$ cat config.mk
export PLATFORM = sky130hd
export DESIGN_NAME = slv_guard_rst_ctrl_flat
export DESIGN_NICKNAME = d
export VERILOG_FILES = /design/src/rtl/slv_guard_rst_ctrl_if.sv /design/src/rtl/slv_guard_rst_ctrl.sv /design/src/flat_wrapper.sv
export SDC_FILE = /design/constraint.sdc
export NUM_CORES = 1
export LEC_CHECK = 0
export ABC_AREA = 1
export CAP_MARGIN = 20
export CORE_MARGIN = 4
export CORE_UTILIZATION = 35
export DETAILED_ROUTE_END_ITERATION = 12
export GPL_ROUTABILITY_DRIVEN = 1
export SYNTH_ARGS = -nofsm -noshare
export SYNTH_HDL_FRONTEND = slang
export SYNTH_SLANG_ARGS = --single-unit
export TNS_END_PERCENT = 100
$ cat constraint.sdc
create_clock -name clk_i -period 2.1 [get_ports clk_i]
set_input_delay 0.63 -clock clk_i [delete_from_list [all_inputs] [get_ports clk_i]]
set_output_delay 0.63 -clock clk_i [all_outputs]
set_load 0.05 [all_outputs]
$ cat src/rtl/slv_guard_rst_ctrl_if.sv
// Signal bundle between the subordinate-guard reset controller and its environment.
// rst_req_i and slv_rst_ack_i are levels sampled every clock; rst_clear_o is a one-cycle pulse.
interface slv_guard_rst_ctrl_if #(
  parameter int CntWidth = 8
);
  logic                ena_i;
  logic                rst_req_i;
  logic                slv_rst_ack_i;
  logic                isolate_o;
  logic                slv_rst_o;
  logic                rst_clear_o;
  logic                busy_o;
  logic                fail_o;
  logic [1:0]          retry_o;
  logic [CntWidth-1:0] evt_cnt_o;
  logic [2:0]          state_o;

  // Environment side: guard request, enable and subordinate ack.
  modport master (
    output ena_i, rst_req_i, slv_rst_ack_i,
    input  isolate_o, slv_rst_o, rst_clear_o, busy_o, fail_o, retry_o, evt_cnt_o, state_o
  );

  // Controller side.
  modport slave (
    input  ena_i, rst_req_i, slv_rst_ack_i,
    output isolate_o, slv_rst_o, rst_clear_o, busy_o, fail_o, retry_o, evt_cnt_o, state_o
  );
endinterface

$ cat src/rtl/slv_guard_rst_ctrl.sv
// Reset sequencer for a guarded subordinate: isolate -> reset -> release -> clear,
// with bounded retries on ack timeout and a sticky FAIL park state.
module slv_guard_rst_ctrl #(
  parameter int DrainCycles = 8,
  parameter int RstCycles   = 16,
  parameter int AckTimeout  = 64,
  parameter int MaxRetries  = 2,
  parameter int CntWidth    = 8
) (
  input  logic                 clk_i,
  input  logic                 rst_i,
  slv_guard_rst_ctrl_if.slave  bus
);

  if (MaxRetries > 3) begin : g_bad_max_retries
    $error("slv_guard_rst_ctrl: MaxRetries must be <= 3");
  end
  if (DrainCycles < 1 || RstCycles < 1 || AckTimeout < 1) begin : g_bad_timing
    $error("slv_guard_rst_ctrl: DrainCycles, RstCycles and AckTimeout must be >= 1");
  end

  typedef enum logic [2:0] {
    IDLE    = 3'd0,
    ISOLATE = 3'd1,
    ASSERT  = 3'd2,
    RELEASE = 3'd3,
    CLEAR   = 3'd4,
    FAIL    = 3'd5
  } state_t;

  localparam logic [CntWidth-1:0] DRAIN_LAST = CntWidth'(DrainCycles - 1);
  localparam logic [CntWidth-1:0] RST_LAST   = CntWidth'(RstCycles - 1);
  localparam logic [CntWidth-1:0] ACK_LAST   = CntWidth'(AckTimeout - 1);
  localparam logic [1:0]          MAX_RETRY  = 2'(MaxRetries);

  state_t              state_q, state_d;
  logic [CntWidth-1:0] cnt_q, cnt_d;
  logic [1:0]          retry_q, retry_d;
  logic [CntWidth-1:0] evt_q, evt_d;
  logic                entering_clear;

  logic isolate_q, slv_rst_q, rst_clear_q, busy_q, fail_q;

  always_comb begin
    state_d = state_q;
    cnt_d   = cnt_q + 1'b1;
    retry_d = retry_q;
    case (state_q)
      IDLE: begin
        if (bus.rst_req_i && bus.ena_i) begin
          state_d = ISOLATE;
          retry_d = '0;
        end
      end
      ISOLATE: if (cnt_q == DRAIN_LAST) state_d = ASSERT;
      ASSERT:  if (cnt_q == RST_LAST) state_d = RELEASE;
      RELEASE: begin
        // An ack already high on the first RELEASE cycle is accepted as-is.
        if (bus.slv_rst_ack_i) begin
          state_d = CLEAR;
        end else if (cnt_q == ACK_LAST) begin
          if (retry_q < MAX_RETRY) begin
            state_d = ASSERT;
            retry_d = (retry_q == 2'd3) ? retry_q : retry_q + 2'd1;
          end else begin
            state_d = FAIL;
          end
        end
      end
      CLEAR:   if (!bus.rst_req_i) state_d = IDLE;
      FAIL:    state_d = FAIL;
      default: state_d = IDLE;
    endcase
    // Counter restarts on every state entry and only runs in timed states.
    if (state_d != state_q || state_q == IDLE || state_q == CLEAR || state_q == FAIL) begin
      cnt_d = '0;
    end
  end

  assign entering_clear = (state_d == CLEAR) && (state_q != CLEAR);

  always_comb begin
    evt_d = evt_q;
    if (entering_clear && (evt_q != '1)) evt_d = evt_q + 1'b1;
  end

  always_ff @(posedge clk_i or posedge rst_i) begin
    if (rst_i) begin
      state_q <= IDLE;
      cnt_q   <= '0;
      retry_q <= '0;
      evt_q   <= '0;
    end else begin
      state_q <= state_d;
      cnt_q   <= cnt_d;
      retry_q <= retry_d;
      evt_q   <= evt_d;
    end
  end

  // Outputs are decoded from the next state and registered alongside it.
  always_ff @(posedge clk_i or posedge rst_i) begin
    if (rst_i) begin
      isolate_q   <= 1'b0;
      slv_rst_q   <= 1'b0;
      rst_clear_q <= 1'b0;
      busy_q      <= 1'b0;
      fail_q      <= 1'b0;
    end else begin
      isolate_q   <= (state_d != IDLE);
      slv_rst_q   <= (state_d == ASSERT);
      rst_clear_q <= entering_clear;
      busy_q      <= (state_d != IDLE);
      fail_q      <= (state_d == FAIL);
    end
  end

  assign bus.isolate_o   = isolate_q;
  assign bus.slv_rst_o   = slv_rst_q;
  assign bus.rst_clear_o = rst_clear_q;
  assign bus.busy_o      = busy_q;
  assign bus.fail_o      = fail_q;
  assign bus.retry_o     = retry_q;
  assign bus.evt_cnt_o   = evt_q;
  assign bus.state_o     = state_q;

endmodule

$ cat src/flat_wrapper.sv
// flat-port wrapper written by rule: the top's interface ports become plain ports
module slv_guard_rst_ctrl_flat 
#(
  parameter int DrainCycles = 8,
  parameter int RstCycles   = 16,
  parameter int AckTimeout  = 64,
  parameter int MaxRetries  = 2,
  parameter int CntWidth    = 8
)
  (clk_i, rst_i, bus_ena_i, bus_rst_req_i, bus_slv_rst_ack_i, bus_isolate_o, bus_slv_rst_o, bus_rst_clear_o, bus_busy_o, bus_fail_o, bus_retry_o, bus_evt_cnt_o, bus_state_o);
  slv_guard_rst_ctrl_if #(.CntWidth(CntWidth)) bus_i ();
  input  logic clk_i;
  input  logic rst_i;
  input wire logic [$bits(bus_i.ena_i)-1:0] bus_ena_i;
  input wire logic [$bits(bus_i.rst_req_i)-1:0] bus_rst_req_i;
  input wire logic [$bits(bus_i.slv_rst_ack_i)-1:0] bus_slv_rst_ack_i;
  output wire logic [$bits(bus_i.isolate_o)-1:0] bus_isolate_o;
  output wire logic [$bits(bus_i.slv_rst_o)-1:0] bus_slv_rst_o;
  output wire logic [$bits(bus_i.rst_clear_o)-1:0] bus_rst_clear_o;
  output wire logic [$bits(bus_i.busy_o)-1:0] bus_busy_o;
  output wire logic [$bits(bus_i.fail_o)-1:0] bus_fail_o;
  output wire logic [$bits(bus_i.retry_o)-1:0] bus_retry_o;
  output wire logic [$bits(bus_i.evt_cnt_o)-1:0] bus_evt_cnt_o;
  output wire logic [$bits(bus_i.state_o)-1:0] bus_state_o;
  assign bus_i.ena_i = bus_ena_i;
  assign bus_i.rst_req_i = bus_rst_req_i;
  assign bus_i.slv_rst_ack_i = bus_slv_rst_ack_i;
  assign bus_isolate_o = bus_i.isolate_o;
  assign bus_slv_rst_o = bus_i.slv_rst_o;
  assign bus_rst_clear_o = bus_i.rst_clear_o;
  assign bus_busy_o = bus_i.busy_o;
  assign bus_fail_o = bus_i.fail_o;
  assign bus_retry_o = bus_i.retry_o;
  assign bus_evt_cnt_o = bus_i.evt_cnt_o;
  assign bus_state_o = bus_i.state_o;
  slv_guard_rst_ctrl #(.DrainCycles(DrainCycles), .RstCycles(RstCycles), .AckTimeout(AckTimeout), .MaxRetries(MaxRetries), .CntWidth(CntWidth)) u_core (.clk_i(clk_i), .rst_i(rst_i), .bus(bus_i));
endmodule
# ---- After elaboration in Yosys (flattened, before gate mapping)
# Index checks and enable logic that the tools add are counted.
dict set report word_totals {
  register_bits 25
  inputBits 5
  out_inout_bits 18
  wordCells 57
}
dict set report classes {
  n_addsub 3
  order_cmp 1
  eq_ne 20
  muxes 15
  n_reduce_logical 10
}
# operator count
set op_table {}
lappend op_table {{$mux W3} 7}
lappend op_table {{$pmux W3 S6} 1}
lappend op_table {{$add A8 B1 Y8 const B} 2}
lappend op_table {{$eq A3 B3 Y1 const B} 4}
lappend op_table {{$mux W2} 5}
lappend op_table {{$eq A3 B2 Y1 const B} 3}
lappend op_table {{$eq A8 B3 Y1 const B} 1}
lappend op_table {{$eq A8 B4 Y1 const B} 1}
lappend op_table {{$eq A8 B6 Y1 const B} 1}
lappend op_table {{$mux W8} 1}
lappend op_table {{$ne A8 B8 Y1 const B} 1}
lappend op_table {{$ne A2 B1 Y1 const B} 3}
lappend op_table {{$reduce_and A6 Y1} 1}
lappend op_table {{$ne A2 B2 Y1 const B} 2}
lappend op_table {{$pmux W2 S2} 1}
lappend op_table {{$eq A3 B1 Y1 const B} 1}
lappend op_table {{$logic_and A1 B1 Y1} 3}
lappend op_table {{$logic_not A3 Y1} 1}
lappend op_table {{$logic_or A1 B1 Y1} 3}
lappend op_table {{$ne A3 B3 Y1} 1}
lappend op_table {{$ne A3 B3 Y1 const B} 1}
lappend op_table {{$reduce_bool A3 Y1} 1}
lappend op_table {{$add A2 B1 Y2 const B} 1}
lappend op_table {{$eq A2 B2 Y1 const B} 1}
lappend op_table {{other kinds (2)} 2}

# ---- Depth between registers and ports, before layout
dict set report logic_depth {
  depth_word 10
  mapped_depth 11
  depth_no_buf 11
}

# ---- Worst setup path after synthesis
# No wires, ideal clock.
dict set report synth_path {
  kind {reg2reg}
  from {reg u_core.evt_q[0] (netlist: u_core.bus.evt_cnt_o[0])}
  to {reg u_core.evt_q[1] (netlist: u_core.bus.evt_cnt_o[1])}
  setup_ps 125
  arrival_ps 1754
  t_required_ps 1975
  slack_ps 221
  stages_incl_launch_ff 7
  n_path_buf 0
  synth_period_minus_slack_ps 1879
  path_cell_list {dfrtp_1 ha_1 nand3_1 nor2_1 nand3_1 nand2_2 mux2_2}
}
dict set report synth_between {
  elab_chain_cells 2
  elab_cells_between_ends 3
  cone_classes {add/sub: 1; eq/ne: 1; reduce/logical: 1}
}
# item line
set synth_rtl {}
lappend synth_rtl {{start, declared} slv_guard_rst_ctrl.sv:39} ;# logic [CntWidth-1:0] evt_q, evt_d;
lappend synth_rtl {{start signal, assigned} slv_guard_rst_ctrl.sv:97} ;# evt_q <= evt_d;
lappend synth_rtl {{branches (longest 2 deep; another with $add A8 B1 Y8)} -}
# Parallel ways; which one is timed is not known.
# A chain may end at the register's enable or synchronous reset.

# ---- Final worst setup path
dict set report layout_path {
  from {reg u_core.cnt_q[0]}
  to {reg u_core.isolate_q (netlist: u_core.bus.isolate_o)}
}
dict set report layout_between {
  elab_chain_cells 5
  elab_cells_between_ends 9
  cone_classes {eq/ne: 3; mux: 5; reduce/logical: 1}
}
# item line
set layout_rtl {}
lappend layout_rtl {{start, declared} slv_guard_rst_ctrl.sv:37} ;# logic [CntWidth-1:0] cnt_q, cnt_d;
lappend layout_rtl {{start signal, assigned} slv_guard_rst_ctrl.sv:95} ;# cnt_q <= cnt_d;
lappend layout_rtl {{$eq A8 B6 Y1} slv_guard_rst_ctrl.sv:61} ;# end else if (cnt_q == ACK_LAST) begin
lappend layout_rtl {{$mux W3} slv_guard_rst_ctrl.sv:61}
lappend layout_rtl {{$mux W3} slv_guard_rst_ctrl.sv:59} ;# if (bus.slv_rst_ack_i) begin
lappend layout_rtl {{$pmux W3 S6 *} slv_guard_rst_ctrl.sv:48} ;# case (state_q)
lappend layout_rtl {{$reduce_bool A3 Y1 *} slv_guard_rst_ctrl.sv:110} ;# isolate_q <= (state_d != IDLE);
lappend layout_rtl {{end signal, assigned} slv_guard_rst_ctrl.sv:110}
lappend layout_rtl {{end, declared} slv_guard_rst_ctrl.sv:42} ;# logic isolate_q, slv_rst_q, rst_clear_q, busy_q, fail_q;
# Mark *: on every way between the ends. The rest lies on a longest branch, timed or not.

==> results by group <==
Status
  • Status: completed

Clock tree
  • CTS buffer count: 3
  • Reg clk slew, reported paths: 0.09 ns
  • Setup Fix Bufs, Post-CTS: 0
  • Clk buf depth: 2
  • H-Tree Depth: 1
  • CTS tree: yes
  • Hold Buf Count CTS: 0
  • Skew-Pair Late Insertion Delay: 0.26 ns
  • CTS Sinks: 25
  • Clock root buffer: clkbuf_8
  • # resized after CTS: 0

Route
  • Post-route ant nets: 0
  • WL/cell: 12.03 um
  • Via density: 4.738
  • TritonRoute pass-1 iters: 4
  • DRC viols: 0
  • DR iter-0 viols: 47
  • Vias: 1014
  • Drt total wl: 2574 um

Timing
  • Clk_skew: 0.01078 ns
  • Tightest Pin Transition: 0.3478 ns
  • Setup TNS: 0 ns
  • Part of the cycle the worst path needs: 0.8021
  • Final min period: 1.684 ns
  • Setup repair after global routing missed its margin: false
  • Fin. max-slew vios: 0
  • Fin. Hold Viols: 0
  • Final Setup Violations: 0
  • Max-slew headroom: 0.7681
  • Final WS setup: 0.4156 ns
  • Max Clk Rate: 0.5937 GHz

Placement
  • Placement Cell Area: 1518 um2
  • Dpl ws: 0.1564 ns
  • Number of port buffers: 22
  • Routability congestion estimate from global placement: 0.7670
  • Dpl hpwl: 2043 um
  • DP Cell Count: 210

Cells and area
  • N_diodes: 0
  • Share of cells above drive strength 1: 0.2321
  • Fillers: 337
  • Nets: 177
  • Final Non-Filler Cells: 214
  • Area grow syn2layout: 21.62%
  • Design area: 1563 um2

Logic synthesis
  • Commonest cells post-synth: dfrtp_1, inv_1, nand2_1
  • Mapped Nets: 150
  • Ranking of synthesized cells by area: dfrtp_1, nand3_1, inv_1, nand2_1, xor2_1
  • #FFs+latches synth: 25
  • Sequential element share of the synthesized area: 0.4869
  • Yosys warnings: 0
  • Cell with the most instances after synthesis: dfrtp_1
  • Area share of the largest cell type after synthesis: 0.4869
  • Yosys cell types: 22
  • Mean Syn Cell Area: 9.049 um2
  • Area of the mapped netlist: 1285 um2
  • Post-synth EDFFs: 0
  • Synth Instances: 142
  • FFs w/ async S/R, synth: 1.000
  • Area leader, netlist: dfrtp_1
  • Ys flop type: dfrtp_1

Worst setup path
  • Worst EP arrival: 1.81 ns
  • CP Launch Type: flip-flop
  • Setup Crit Path Kind: reg -> reg
  • Critical Path RT: 2.22 ns
  • CP Capture Type: flip-flop
  • Reg-to-reg setup timing slack: 0.42 ns
  • Maximum net fanout on the critical path: 4

Global routing
  • Initial antenna violation count: 0
  • GRT Overall Usage: 0.1310
  • Largest net degree at the start of global routing: 26
  • Vias in the first global route: 1036
  • First-pass GRT wire length: 4595 um
  • Grt total ovfl: 0

Die
  • Width of the chip: 68.59 um
  • Die ar.: 4705 um2
  • Core area: 3442 um2
  • IO Count: 23
  • Initial Util: 0.3733
  • Rows: 21
  • Chip height: 68.59 um

Pwr
  • Worst vdd ir: 486.0 uV
  • Internal: 0.7906 mW
  • Sw Pwr: 0.4902 mW
  • Sw frac: 0.3827
  • Combinational power share: 0.331
  • Power Dens Cells: 819.5 nW/um2
  • Leak pwr: 0.7815 nW
  • Final Total Pwr: 1.281 mW
  • Clock share of power: 0.214
  • Sequential share of power: 0.456

Flow run
  • Max Cap Viol: 0

Hold path
  • Hold crit path type: reg -> reg
## cell usage in the layout (no fill, tap or decap)
cell type / count
a21oi_1: 3
buf_4: 19
clkbuf_1: 1
clkbuf_8: 3
clkdlybuf4s50_1: 4
clkinv_2: 1
dfrtp_1: 25
ha_1: 3
inv_1: 17
inv_2: 1
mux2_2: 1
nand2_1: 17
nand2_2: 3
nand3_1: 14
nand3_2: 4
nand4_1: 4
nor2_1: 16
nor2_2: 1
nor2_4: 2
nor3_1: 9
nor3_2: 3
o21ai_0: 4
o21ai_2: 1
xnor2_1: 5
xor2_1: 7
## cells by family after synthesis
group | count (synthesis) | share of synthesized area
DFF | 25 | 0.4869
and+or+nand+nor | 73 | 0.2970
AOI/OAI and AO/OA | 8 | 0.03408
xor gates and xnor gates | 12 | 0.08179
adders and majority gates | 3 | 0.02921
buffers and inverters | 20 | 0.06231
muxes | 1 | 0.008763
## routing by layer
| metal | track usage | vias up | share of wire |
|---|---|---|---|
| met5 | 0 | - | 0 |
| met1 | 0.1563 | 480 | 0.42 |
| li1 | - | 513 | - |
| met3 | 0.03728 | 2 | 0.046 |
| met4 | 0.03722 | 0 | 0.010 |
| met2 | 0.2277 | 19 | 0.52 |
## final cells by class
cell class                      instances  area (um2)  area share
Inverter                               19       72.57     0.04644
Clock buffer                            4       45.04     0.02882
Tap cell                               46       57.56     0.03683
Sequential cell                        25       625.6      0.4003
Multi-Input combinational cell         97       579.3      0.3707
Timing Repair Buffer                   23       182.7      0.1169
## flip-flops by register name, indices dropped and copies added (netlist names)
| signal | flops |
|---|---|
| u_core.bus.evt_cnt_o | 8 |
| u_core.cnt_q | 8 |
| u_core.bus.state_o | 3 |
| u_core.bus.retry_o | 2 |
| u_core.bus.fail_o | 1 |
| u_core.bus.isolate_o | 1 |
| u_core.bus.rst_clear_o | 1 |
| u_core.bus.slv_rst_o | 1 |
## path summary, 6_finish.rpt
check | from | end | cells past startpoint
max in group asynchronous | rst_i | u_core.bus.state_o[2] | 3
min | u_core.cnt_q[0] | u_core.cnt_q[0] | 1
max | u_core.cnt_q[0] | u_core.bus.isolate_o | 11
max reg2reg | u_core.cnt_q[0] | u_core.bus.isolate_o | 11
min reg2reg | u_core.cnt_q[0] | u_core.cnt_q[0] | 1
min in group asynchronous | rst_i | u_core.bus.evt_cnt_o[3] | 3
## worst max-delay path: stages, from the launching register on
cell and delay [ns]:
dfrtp_1 0.41, ha_1 0.25, nand3_2 0.14, clkinv_2 0.08, nand2_1 0.09, nand2_1 0.05, nand2_1 0.05, nand2_1 0.06
nand2_2 0.07, inv_1 0.04, nor2_1 0.18, nand3_1 0.11
## power groups by stage
stage / clock network [mW] / registers (mW) / logic (mW)
after CTS: 0.287 / 0.585 / 0.431
after global placement: 0 / 0.588 / 0.424
after detailed placement: 0 / 0.595 / 0.431
final: 0.274 / 0.584 / 0.424
after floorplan: 0 / 0.682 / 0.228
after global routing: 0.316 / 0.592 / 0.471
## per-stage QoR
stage / util / hold slack (ns)
after floorplan: - / 0.4433
after global placement: 0.4409 / 0.4635
after detailed placement: 0.4409 / 0.4789
after CTS: 0.4540 / 0.4914
after global routing: 0.4540 / 0.5153
final: 0.4540 / 0.4831
Note: power is estimated with default switching activity, not from simulation.
